==> config.mk <==
export PLATFORM = sky130hd
export DESIGN_NAME = load_store_unit
export DESIGN_NICKNAME = d
export VERILOG_FILES = /design/src/rtl/load_store_unit.sv
export SDC_FILE = /design/constraint.sdc
export NUM_CORES = 1
export LEC_CHECK = 0
export ABC_CLOCK_PERIOD_IN_PS = 5540
export BUFFER_PORTS_ARGS = -buffer_cell sky130_fd_sc_hd__buf_2
export CAP_MARGIN = 20
export CORE_ASPECT_RATIO = 1.2
export CORE_UTILIZATION = 50
export CTS_CLUSTER_SIZE = 14
export DETAILED_ROUTE_END_ITERATION = 7
export PLACE_DENSITY = 0.8
export SLEW_MARGIN = 20
export SYNTH_ARGS = -nofsm -noshare
export SYNTH_HDL_FRONTEND = slang
export SYNTH_SLANG_ARGS = --single-unit
==> constraint.sdc <==
create_clock -name clk -period 5.54 [get_ports clk]
set_input_delay 0.277 -clock clk [delete_from_list [all_inputs] [get_ports clk]]
set_output_delay 0.277 -clock clk [all_outputs]
set_load 0.05 [all_outputs]
==> src/rtl/load_store_unit.sv <==
// Load/store unit between the CPU memory stage and a word-addressed data memory.
// Optional macro MISALIGN_TRAP_EN: misaligned requests complete at once with rsp_err set.
module load_store_unit #(
  parameter int M          = 32,
  parameter bit BIG_ENDIAN = 1'b0
) (
  input  logic         clk,
  input  logic         rst_n,
  input  logic         req_valid,
  output logic         req_ready,
  input  logic         req_we,
  input  logic [1:0]   req_size,
  input  logic         req_unsigned,
  input  logic [M-1:0] req_addr,
  input  logic [M-1:0] req_wdata,
  output logic         rsp_valid,
  output logic [M-1:0] rsp_rdata,
  output logic         rsp_err,
  output logic         mem_we,
  output logic [M-1:0] mem_a,
  output logic [M-1:0] mem_wd,
  input  logic [M-1:0] mem_rd
);

  typedef enum logic [2:0] {IDLE, LOAD, RMW_RD, WRITE, RESP} state_t;

  state_t       state_reg, state_next;
  logic         accept;
  logic         trap_req;
  logic [M-1:0] addr_reg;
  logic [1:0]   size_reg;
  logic         uns_reg;
  logic [15:0]  wdata_reg;
  logic [M-1:0] wr_word_reg;
  logic [M-1:0] rsp_rdata_reg;

  logic [1:0]   byte_lane;
  logic         half_hi;
  logic [7:0]   rd_bytes [4];
  logic [7:0]   byte_field;
  logic [15:0]  half_field;
  logic [M-1:0] load_ext;
  logic [3:0]   lane_en;
  logic [M-1:0] lane_data;
  logic [M-1:0] merged;

  assign accept = req_valid && req_ready;

`ifdef MISALIGN_TRAP_EN
  assign trap_req = ((req_size == 2'b01) && req_addr[0]) ||
                    (req_size[1] && (req_addr[1:0] != 2'b00));
`else
  assign trap_req = 1'b0;
`endif

  always_ff @(posedge clk or negedge rst_n) begin
    if (!rst_n) state_reg <= IDLE;
    else        state_reg <= state_next;
  end

  always_comb begin
    state_next = state_reg;
    case (state_reg)
      IDLE: begin
        if (accept) begin
          if (trap_req)         state_next = RESP;
          else if (!req_we)     state_next = LOAD;
          else if (req_size[1]) state_next = WRITE;
          else                  state_next = RMW_RD;
        end
      end
      LOAD:    state_next = RESP;
      RMW_RD:  state_next = WRITE;
      WRITE:   state_next = RESP;
      RESP:    state_next = IDLE;
      default: state_next = IDLE;
    endcase
  end

  // Handshake and memory strobes decode straight from state so reset kills them at once.
  always_comb begin
    req_ready = 1'b0;
    rsp_valid = 1'b0;
    mem_we    = 1'b0;
    case (state_reg)
      IDLE:    req_ready = 1'b1;
      WRITE:   mem_we    = 1'b1;
      RESP:    rsp_valid = 1'b1;
      default: ;
    endcase
  end

  assign byte_lane  = BIG_ENDIAN ? ~addr_reg[1:0] : addr_reg[1:0];
  assign half_hi    = BIG_ENDIAN ? ~addr_reg[1] : addr_reg[1];
  assign byte_field = rd_bytes[byte_lane];
  assign half_field = half_hi ? mem_rd[31:16] : mem_rd[15:0];

  always_comb begin
    case (size_reg)
      2'b00:   load_ext = {{(M-8){~uns_reg & byte_field[7]}}, byte_field};
      2'b01:   load_ext = {{(M-16){~uns_reg & half_field[15]}}, half_field};
      default: load_ext = mem_rd;
    endcase
  end

  // Store data replicated across lanes; lane_en picks which lanes replace the read word.
  assign lane_en   = size_reg[0] ? (half_hi ? 4'b1100 : 4'b0011) : (4'b0001 << byte_lane);
  assign lane_data = size_reg[0] ? {2{wdata_reg}} : {4{wdata_reg[7:0]}};

  for (genvar gi = 0; gi < 4; gi++) begin : g_lane
    assign rd_bytes[gi]      = mem_rd[8*gi +: 8];
    assign merged[8*gi +: 8] = lane_en[gi] ? lane_data[8*gi +: 8] : mem_rd[8*gi +: 8];
  end

  always_ff @(posedge clk or negedge rst_n) begin
    if (!rst_n) begin
      addr_reg      <= '0;
      size_reg      <= '0;
      uns_reg       <= 1'b0;
      wdata_reg     <= '0;
      wr_word_reg   <= '0;
      rsp_rdata_reg <= '0;
    end else begin
      case (state_reg)
        IDLE: begin
          if (accept) begin
            addr_reg      <= req_addr;
            size_reg      <= req_size;
            uns_reg       <= req_unsigned;
            wdata_reg     <= req_wdata[15:0];
            wr_word_reg   <= req_wdata;
            rsp_rdata_reg <= '0;
          end
        end
        RMW_RD:  wr_word_reg   <= merged;
        LOAD:    rsp_rdata_reg <= load_ext;
        RESP:    rsp_rdata_reg <= '0;
        default: ;
      endcase
    end
  end

`ifdef MISALIGN_TRAP_EN
  logic err_reg;

  always_ff @(posedge clk or negedge rst_n) begin
    if (!rst_n)                  err_reg <= 1'b0;
    else if (accept)             err_reg <= trap_req;
    else if (state_reg == RESP)  err_reg <= 1'b0;
  end

  assign rsp_err = err_reg;
`else
  assign rsp_err = 1'b0;
`endif

  assign mem_a     = {addr_reg[M-1:2], 2'b00};
  assign mem_wd    = wr_word_reg;
  assign rsp_rdata = rsp_rdata_reg;

endmodule

==> run_results.csv <==
group,metric,value,unit
run_status,outcome,"finished clean",
synth,synth_area,6090,µm²
layout,fin_nets,774,
synth,async_flop_share,100,%
route,vias,4979,
job,maxCapViolCount,0,
critical_path,worstPathRequired,5.82,ns
synth,synthTopCellsByArea,"dfrtp_1, mux2_2, buf_4, mux2_1, mux2i_1",
synth,synth_warnings,0,
placement,dp.cells,808,
placement,dp_slack,3.02,ns
sta,fin_crit,2.53,ns
clock_tree,ctsHoldBuffers,0,
route,dr.pass1.iters,5,
route,wl_per_cell,19.3,µm
hold_path,hold_path_class,"input port to async pin",
route,drc,0,
sta,fin_skew,0.00651,ns
critical_path,setup.worst_path.start,"state_reg[0]",
sta,setup_violations,0,
sta,tns,0,ns
clock_tree,cts_made_buffers,17,
route,drtIter0Drc,598,
sta,tightest_slew,1.03,ns
power,irDropWorstVdd,723,µV
layout,fin_cells,839,
placement,gp_congestion,0.891,
critical_path,worstSetupStartpointType,"flop",
clock_tree,postCtsSetupBuffers,0,
synth,synthCells,521,
critical_path,crit_fanout,85,
clock_tree,cts_resized,0,
sta,slew_viol_final,0,
placement,dpl_cell_area,6850,µm²
sta,fin_hold_ws,0.0106,ns
global_route,grt_overflow,0,
global_route,grt_first_pass_wirelength,24700,µm
placement,io_buffers,199,
layout,final_util,63.6,%
clock_tree,cts_tree,"built",
clock_tree,cts-root-buf,"clkbuf_16",
synth,ys_seq_elements,118,
critical_path,critPathCaptureType,"flop",
layout,area_growth,22.5,%
global_route,antenna_found_initial,1,
route,drt-total-wl,16200,µm
global_route,grt_max_degree,86,
synth,yosysTopAreaCellShare,48.5,%
route,viasPerCell,5.93,
layout,final_common_cell,"buf_2",
die,std_cell_rows,43,
die,coreArea,11700,µm²
synth,syn_area_per_cell,11.7,µm²
global_route,grt_pass1_vias,4778,
power,p_leak,3.56,nW
clock_tree,h-tree-depth,4,
clock_tree,clock_latency,0.40,ns
layout,diodes,0,
synth,yosysUniqueCellTypes,45,
sta,slew_headroom,31.2,%
power,p_per_area,761,nW/µm²
global_route,grt_usage,25.9,%
power,power.total,5.67,mW
critical_path,criticalPathCategory,"flop to flop",
critical_path,r2r-start,"state_reg[0]",
sta,final_hold_viol_count,0,
synth,synth_top_cell_by_area,"dfrtp_1",
synth,synth_edf_count,0,
sta,layout_setup_ws,3.01,ns
clock_tree,clk_transition_reported_paths,0.05,ns
route,postRouteAntennaNets,0,
sta,final_min_period_over_clock_period,45.6,%
die,dieArea,12600,µm²
placement,dp_hpwl,11400,µm
critical_path,critPathArrivalTime,2.81,ns
die,die_w,103,µm
die,dieHeight,123,µm
clock_tree,clk_path_buf_depth,2,
layout,mostFrequentLayoutCells,"buf_2, dfrtp_1, mux2_2",
die,io_pins,203,
die,initial_core_util,51.9,%
synth,yosysSeqAreaShare,48.5,%
sta,fmax,0.395,GHz
synth,synth_ff_type,"dfrtp_1",
sta,rsz0062_at_grt,"no",
layout,stdcell_area,7460,µm²
layout,final_layout_size_suffix_gt1_share,44.3,%
clock_tree,clock-sinks,118,
==> power by group <==
group | internal [mW] | total, mW | switching, mW
combinational | 0.984 | 2.95 | 1.97
sequential | 1.25 | 1.63 | 0.378
clock | 0.734 | 1.10 | 0.362
total | 2.97 | 5.67 | 2.71
==> layer usage <==
metal  GRT usage, %  share of wire, %
met4           10.8               3.0
met1           33.0                40
met5              0             0.049
met3           5.03               7.3
met2           42.8                50
==> final cells by class <==
type,count,area (µm²)
Fill cell,959,4270
Sequential cell,118,2950
Clock buffer,21,470
Timing Repair Buffer,203,1030
Inverter,2,7.51
Clock inverter,9,126
Multi-Input combinational cell,329,2680
Tap cell,157,196
==> cell usage after synthesis, types with 9 or more instances <==
| cell | instances |
|---|---|
| a21oi_1 | 20 |
| o21ai_0 | 33 |
| buf_2 | 12 |
| dfrtp_1 | 118 |
| a221o_1 | 16 |
| nand2b_1 | 13 |
| nor2_1 | 9 |
| mux2i_1 | 23 |
| buf_4 | 45 |
| o22ai_1 | 22 |
| clkbuf_1 | 14 |
| a22oi_1 | 13 |
| mux2_1 | 29 |
| nand2_1 | 26 |
| o31ai_1 | 10 |
| mux2_2 | 60 |
==> critical path, stage by stage, from the launching register on <==
cell and delay, ns:
dfrtp_1 0.51, nor4b_4 0.35, buf_4 0.82, mux2_1 0.38
mux2_1 0.30
==> logic make-up (layout without fill, tap and decap cells) <==
group | count (synthesis) | count (layout) | synth area share [%]
simple gates | 68 | 68 | 6.27
other cells | 1 | 3 | 0.0616
compound gates | 146 | 146 | 17.0
mux | 112 | 112 | 20.2
buf+inv | 76 | 235 | 7.95
flops | 118 | 118 | 48.5
==> worst paths after layout <==
kind,endpoint,slack [ns],depth (start not counted)
hold / removal,addr_reg[22],0.01,1
max in group asynchronous,mem_wd[29],4.36,2
setup reg to reg,mem_wd[28],3.01,4
hold reg to reg,addr_reg[15],0.48,1
min in group clk,addr_reg[14],0.09,2
setup / recovery,mem_wd[28],3.01,4
No activity file was read; power rests on OpenSTA's default activity.
